===== config.mk =====
export PLATFORM = sky130hd
export DESIGN_NAME = antitheft_timer
export DESIGN_NICKNAME = d
export VERILOG_FILES = /design/src/rtl/antitheft_timer.sv
export SDC_FILE = /design/constraint.sdc
export NUM_CORES = 1
export LEC_CHECK = 0
export CAP_MARGIN = 0
export CORE_MARGIN = 2
export CORE_UTILIZATION = 45
export CTS_CLUSTER_SIZE = 25
export DETAILED_ROUTE_END_ITERATION = 8
export GPL_ROUTABILITY_DRIVEN = 0
export GPL_TIMING_DRIVEN = 0
export PLACE_DENSITY = 0.6
export SLEW_MARGIN = 30
export SYNTH_ARGS = -nofsm -noshare
export SYNTH_HDL_FRONTEND = slang
export SYNTH_SLANG_ARGS = --single-unit

===== constraint.sdc =====
create_clock -name clock -period 3.95 [get_ports clock]
set_input_delay 0.5925 -clock clock [delete_from_list [all_inputs] [get_ports clock]]
set_output_delay 0.5925 -clock clock [all_outputs]
set_load 0.02 [all_outputs]

===== src/rtl/antitheft_timer.sv =====
// -----------------------------------------------------------------------------
// antitheft_timer
//
// Timing companion to the anti-theft control FSM. Holds four programmable
// delay values (seconds), divides the system clock down to a 1 Hz tick and
// runs a per-second countdown on request from the FSM.
//
// Build option:
//   FAST_TICK_EN  when defined, the divider period is 16 cycles regardless of
//                 CLK_FREQ (simulation / slow-clock demo). When undefined, the
//                 divider period is CLK_FREQ cycles.
//
// Ports:
//   clock           system clock
//   reset           asynchronous, active-high reset
//   start_timer     level from the FSM; high requests a countdown
//   interval        selects which delay register to count (00..11)
//   reprogram       write strobe for the delay registers
//   time_param_sel  delay register to write
//   time_value      value to write, in seconds
//   expired         one-cycle pulse when the countdown reaches zero
//   one_hz_enable   one-cycle pulse once per divider period
// -----------------------------------------------------------------------------
module antitheft_timer #(
  parameter int unsigned CLK_FREQ    = 50000000,
  parameter logic [3:0]  T_ARM       = 4'd6,
  parameter logic [3:0]  T_DRIVER    = 4'd8,
  parameter logic [3:0]  T_PASSENGER = 4'd15,
  parameter logic [3:0]  T_ALARM     = 4'd10
) (
  input  logic       clock,
  input  logic       reset,
  input  logic       start_timer,
  input  logic [1:0] interval,
  input  logic       reprogram,
  input  logic [1:0] time_param_sel,
  input  logic [3:0] time_value,
  output logic       expired,
  output logic       one_hz_enable
);

`ifdef FAST_TICK_EN
  localparam int unsigned DIV = 16;
`else
  localparam int unsigned DIV = CLK_FREQ;
`endif

  localparam int unsigned   DIV_W    = (DIV > 1) ? $clog2(DIV) : 1;
  localparam logic [DIV_W-1:0] DIV_LAST = DIV_W'(DIV - 1);

  typedef enum logic [1:0] {
    StIdle  = 2'b00,
    StLoad  = 2'b01,
    StCount = 2'b10,
    StDone  = 2'b11
  } state_t;

  state_t           state_q;
  logic [DIV_W-1:0] divider_q;
  logic [3:0]       count_q;
  logic [1:0]       cur_interval_q;
  logic [3:0]       delay_q [4];
  logic             tick;

  // Terminal count of the divider; the registered one_hz_enable follows it.
  assign tick = (divider_q == DIV_LAST);

  // ---------------------------------------------------------------------------
  // Delay registers. LOAD reads delay_q on the same edge a write may land, so
  // a coincident write is seen only by the following LOAD.
  // ---------------------------------------------------------------------------
  always_ff @(posedge clock or posedge reset) begin
    if (reset) begin
      delay_q[0] <= T_ARM;
      delay_q[1] <= T_DRIVER;
      delay_q[2] <= T_PASSENGER;
      delay_q[3] <= T_ALARM;
    end else if (reprogram) begin
      delay_q[time_param_sel] <= time_value;
    end
  end

  // ---------------------------------------------------------------------------
  // Divider, countdown and control FSM with registered outputs.
  // ---------------------------------------------------------------------------
  always_ff @(posedge clock or posedge reset) begin
    if (reset) begin
      state_q        <= StIdle;
      divider_q      <= '0;
      count_q        <= 4'd0;
      cur_interval_q <= 2'b00;
      expired        <= 1'b0;
      one_hz_enable  <= 1'b0;
    end else begin
      expired       <= 1'b0;
      one_hz_enable <= tick;

      // Free-running divider; LOAD overrides this below so every counted
      // second starts from a full period.
      if (tick) begin
        divider_q <= '0;
      end else begin
        divider_q <= divider_q + DIV_W'(1);
      end

      unique case (state_q)
        StIdle: begin
          if (start_timer) begin
            cur_interval_q <= interval;
            state_q        <= StLoad;
          end
        end

        StLoad: begin
          count_q   <= delay_q[cur_interval_q];
          divider_q <= '0;
          state_q   <= StCount;
        end

        StCount: begin
          if (!start_timer) begin
            // Abort: no expired pulse.
            state_q <= StIdle;
          end else if (interval != cur_interval_q) begin
            cur_interval_q <= interval;
            state_q        <= StLoad;
          end else if (count_q == 4'd0) begin
            // Zero-length delay fires without waiting for a tick.
            expired <= 1'b1;
            state_q <= StDone;
          end else if (tick) begin
            if (count_q == 4'd1) begin
              count_q <= 4'd0;
              expired <= 1'b1;
              state_q <= StDone;
            end else begin
              count_q <= count_q - 4'd1;
            end
          end
        end

        StDone: begin
          // Hold until the FSM drops the request or picks a new interval.
          if (!start_timer) begin
            state_q <= StIdle;
          end else if (interval != cur_interval_q) begin
            cur_interval_q <= interval;
            state_q        <= StLoad;
          end
        end

        default: begin
          state_q <= StIdle;
        end
      endcase
    end
  end

`ifndef SYNTHESIS
  // expired is a single-cycle pulse and is only raised on entry to DONE.
  assert property (@(posedge clock) disable iff (reset) expired |=> !expired);
  assert property (@(posedge clock) disable iff (reset) expired |-> (state_q == StDone));
`endif

endmodule


==> impl_metrics.yaml <==
yosys:
  synth-seq-area-share_pct: 50.9
  synth_top_family_by_area: "simple AND/OR/NAND/NOR gates"
  synth_compound_gate_area_share_pct: 2.76
  synth-seq-cells: 52
  synthesized_area_fraction_occupied_by_and_or_nand_nor_cells_pct: 19.8
  synthesis.nets: 243
  yosys_warnings: 0
  yosys-mux-area-fraction_pct: 13.7
  synth_xor_xnor_area_share_pct: 8.83
  syn_area_per_cell_sq_um: 11.4
  netlist_area_sq_um: 2580
  synth.lib_cells_used.distinct: 39
  netlist_instances: 227
  synthAdderAreaFrac_pct: 1.94
clock_network:
  cts_tree: "yes"
  clock_tree.htree_level_count: 2
  cts.sink_count: 52
  cts.path.max_buffers: 2
  cts_inserted_buffers: 5
  clock_tree.root_cell: "sky130_fd_sc_hd__clkbuf_8"
  cts-hold-fix-buffers: 0
  worstSkewPairLatency_ps: 310
  clock_pin_slew_worst_setup_and_hold_paths_ps: 100
  postCtsResizedCells: 0
  postCtsSetupBuffers: 0
critical_path:
  critPathCaptureType: "register"
  regToRegStartpoint: "divider_q[0]"
  timing.critical_path.slowest_cell_delay_ps: 420
  path_max_fanout: 4
  timing.critical_path.max_delay_family: "simple AND/OR/NAND/NOR gates"
  path_cells: "ha_1, nand4_1, nor4_4, nand3_2, o21ai_4, mux2_4"
  setup.worst_path.start: "divider_q[0]"
  timing.setup.critical_path_class: "reg -> reg"
  slowest_cell_on_the_critical_path: "sky130_fd_sc_hd__dfrtp_1"
  cp.arrival_ps: 2390
  cp.required_ps: 4150
  setup_crit_start_kind: "register"
  worst-path-buf-inv: 0
  reg2reg_slack_ps: 1760
  r2r_end: "count_q[2]"
  r2r.worst_path.cells: 6
global_routing:
  grt-ovfl-total: 0
  gr-usage-all-layers_pct: 16.1
  antenna_violations_before_repair: 0
  number_of_global_route_vias_before_repair: 1576
  grt_pass1_wl_mm: 7.70
  grt_start_max_net_pins: 40
detailed_routing:
  drt_wl_total_mm: 4.56
  vias: 1696
  drcViolationCount: 0
  post_detailed_route_via_to_cell_ratio: 5.28
  drtAntennaViolNets: 0
  number_of_iterations_in_the_first_detailed_routing_pass: 4
  routedWlPerCell_um: 14.2
  initialDrtViolationCount: 72
power_and_ir_drop:
  p_per_area_nw_per_um2: 455
  power.leakage_nw: 1.25
  vdd.ir_drop.worst_v: 0.000243
timing:
  finalCriticalPeriod_ps: 2190
  finalCritPeriodShare_pct: 55.3
  report.final.hold_viol_count: 0
  grt_setup_unrepaired: "no"
  report.final.setup_viol: 0
  worst-slew-pin-transition_ps: 635
  fin_worst_skew_ps: 11.4
  timing.final.max_slew_violations: 0
  worst_slew_margin_relative_to_its_limit_pct: 57.6
  timing.fmax_mhz: 458
  setup_slack_ps: 1760
  setup_tns_ps: 0
min_path:
  hold_path.class: "reg -> reg"
  worst_hold_path.endpoint: "delay_q[8]"
  min-delay-start: "delay_q[8]"
  min_delay_path_depth: 1
floorplanning:
  core_area_sq_um: 5510
  y_dimension_of_the_die_um: 79.7
  die_w_um: 79.7
  floorplan.initialDensity_pct: 46.9
  num_rows: 27
  design.portCount: 14
  fp.dieArea_sq_um: 6360
finish:
  most_frequent_cells_in_the_layout: "sky130_fd_sc_hd__dfrtp_1, sky130_fd_sc_hd__nor2_1, sky130_fd_sc_hd__mux2_2"
  finalNetCount: 264
  leading_cell_type_in_the_layout_fill_and_taps_excluded: "sky130_fd_sc_hd__dfrtp_1"
  syn_to_final_growth_pct: 13.3
  drive_gt1_share_pct: 21.7
  diodes: 0
placed_design:
  hpwl_mm: 3.33
  dp_worst_setup_slack_ps: 1620
  buffer_ports.inserted: 13
run:
  max_cap_viol_count: 0
outcome:
  outcome: "finished, final reports clean"
==> layer usage <==
metal  vias to the layer above  part of all wire (%)  global-route usage (%)
met5                         -                     0                       0
met4                         0                   1.2                    5.17
met3                         6                   3.0                    3.73
met2                        21                    43                    22.4
met1                       836                    53                    24.8
li1                        833                     -                       -
==> layout make-up <==
class                      instances  area [sq um]
buffer                             5          26.3
clock inverter                     3          26.3
multi-input combinational        163          1220
fill                             492          2580
timing repair buffer              14           150
clock buffer                       5          68.8
tap                               72          90.1
sequential                        52          1310
inverter                           7          28.8
==> stage by stage <==
step | hold slack [ps] | util [%] | total power [mW] | instances | area, sq um
global route | 537 | 53.1 | 1.42 | 321 | 2920
CTS | 516 | 53.0 | 1.35 | 321 | 2920
floorplan | 452 | - | 0.937 | 227 | 2580
finish | 511 | 53.1 | 1.33 | 321 | 2920
detailed placement | 492 | 51.3 | 1.02 | 313 | 2820
global placement | 483 | 50.9 | 1.02 | 312 | 2800
==> worst reg2reg max path, cell delays in order, from the launching register on <==
cell                      delay, ps
sky130_fd_sc_hd__dfrtp_1        420
sky130_fd_sc_hd__ha_1           260
sky130_fd_sc_hd__nand4_1        270
sky130_fd_sc_hd__nor4_4         350
sky130_fd_sc_hd__nand3_2        190
sky130_fd_sc_hd__o21ai_4        250
sky130_fd_sc_hd__mux2_4         320
==> cell usage after synthesis <==
cell | number | area [sq um]
sky130_fd_sc_hd__dfrtp_1 | 43 | 1080
sky130_fd_sc_hd__nor4_4 | 1 | 21.3
sky130_fd_sc_hd__nor3_1 | 5 | 25.0
sky130_fd_sc_hd__xnor2_1 | 11 | 96.3
sky130_fd_sc_hd__mux2_4 | 2 | 30.0
sky130_fd_sc_hd__nor4_2 | 1 | 12.5
sky130_fd_sc_hd__o21ai_4 | 1 | 16.3
sky130_fd_sc_hd__and4_1 | 2 | 17.5
sky130_fd_sc_hd__nand3b_1 | 2 | 15.0
sky130_fd_sc_hd__or4b_4 | 1 | 13.8
sky130_fd_sc_hd__nor2b_1 | 1 | 6.26
sky130_fd_sc_hd__mux2_2 | 19 | 214
sky130_fd_sc_hd__buf_1 | 1 | 3.75
sky130_fd_sc_hd__mux4_2 | 4 | 90.1
sky130_fd_sc_hd__clkbuf_1 | 2 | 7.51
sky130_fd_sc_hd__nand3_1 | 9 | 45.0
sky130_fd_sc_hd__o21ai_0 | 4 | 20.0
sky130_fd_sc_hd__buf_4 | 2 | 15.0
sky130_fd_sc_hd__and3_2 | 2 | 15.0
sky130_fd_sc_hd__nand2b_1 | 2 | 12.5
sky130_fd_sc_hd__a21oi_1 | 4 | 20.0
sky130_fd_sc_hd__nand4_1 | 10 | 62.6
sky130_fd_sc_hd__nor3b_1 | 1 | 7.51
sky130_fd_sc_hd__xor2_1 | 15 | 131
sky130_fd_sc_hd__inv_1 | 7 | 26.3
sky130_fd_sc_hd__nand2_1 | 13 | 48.8
sky130_fd_sc_hd__a211oi_1 | 1 | 7.51
sky130_fd_sc_hd__and3_1 | 6 | 37.5
sky130_fd_sc_hd__dfstp_2 | 9 | 236
sky130_fd_sc_hd__or4_1 | 1 | 7.51
sky130_fd_sc_hd__and2_1 | 2 | 12.5
sky130_fd_sc_hd__a21o_1 | 1 | 7.51
sky130_fd_sc_hd__nand4b_1 | 1 | 8.76
sky130_fd_sc_hd__nand3_2 | 1 | 10.0
sky130_fd_sc_hd__or3_1 | 1 | 6.26
sky130_fd_sc_hd__mux2i_1 | 2 | 20.0
sky130_fd_sc_hd__nor4_1 | 1 | 6.26
sky130_fd_sc_hd__ha_1 | 4 | 50.1
sky130_fd_sc_hd__nor2_1 | 32 | 120
==> flip-flops by register name, indices dropped and copies added, names as in the netlist <==
name / flops
delay_q: 16
divider_q: 26
state_q: 2
expired: 1
cur_interval_q: 2
one_hz_enable: 1
count_q: 4
==> cell families after synthesis <==
kind of cell / Yosys count
AOI/OAI and AO/OA: 11
buffers and inverters: 12
adders and majority gates: 4
DFF: 52
and+or+nand+nor: 95
xor gates and xnor gates: 26
muxes: 27
==> how the worst max path moves through the flow <==
stage	end	slack [ps]	depth (start not counted)
floorplan	count_q[2]	2000	5
global placement	divider_q[8]	1110	2
detailed placement	count_q[3]	1620	6
CTS	count_q[2]	1740	6
global route	divider_q[24]	1610	6
finish	count_q[2]	1760	6
==> power by group <==
| part | switching [mW] | internal (mW) | leakage, nW |
|---|---|---|---|
| combinational | 0.158 | 0.169 | 0.541 |
| clock | 0.188 | 0.131 | 0.0491 |
| sequential | 0.0613 | 0.623 | 0.661 |
| total | 0.407 | 0.923 | 1.25 |
Power figures use the tool's default switching activity.
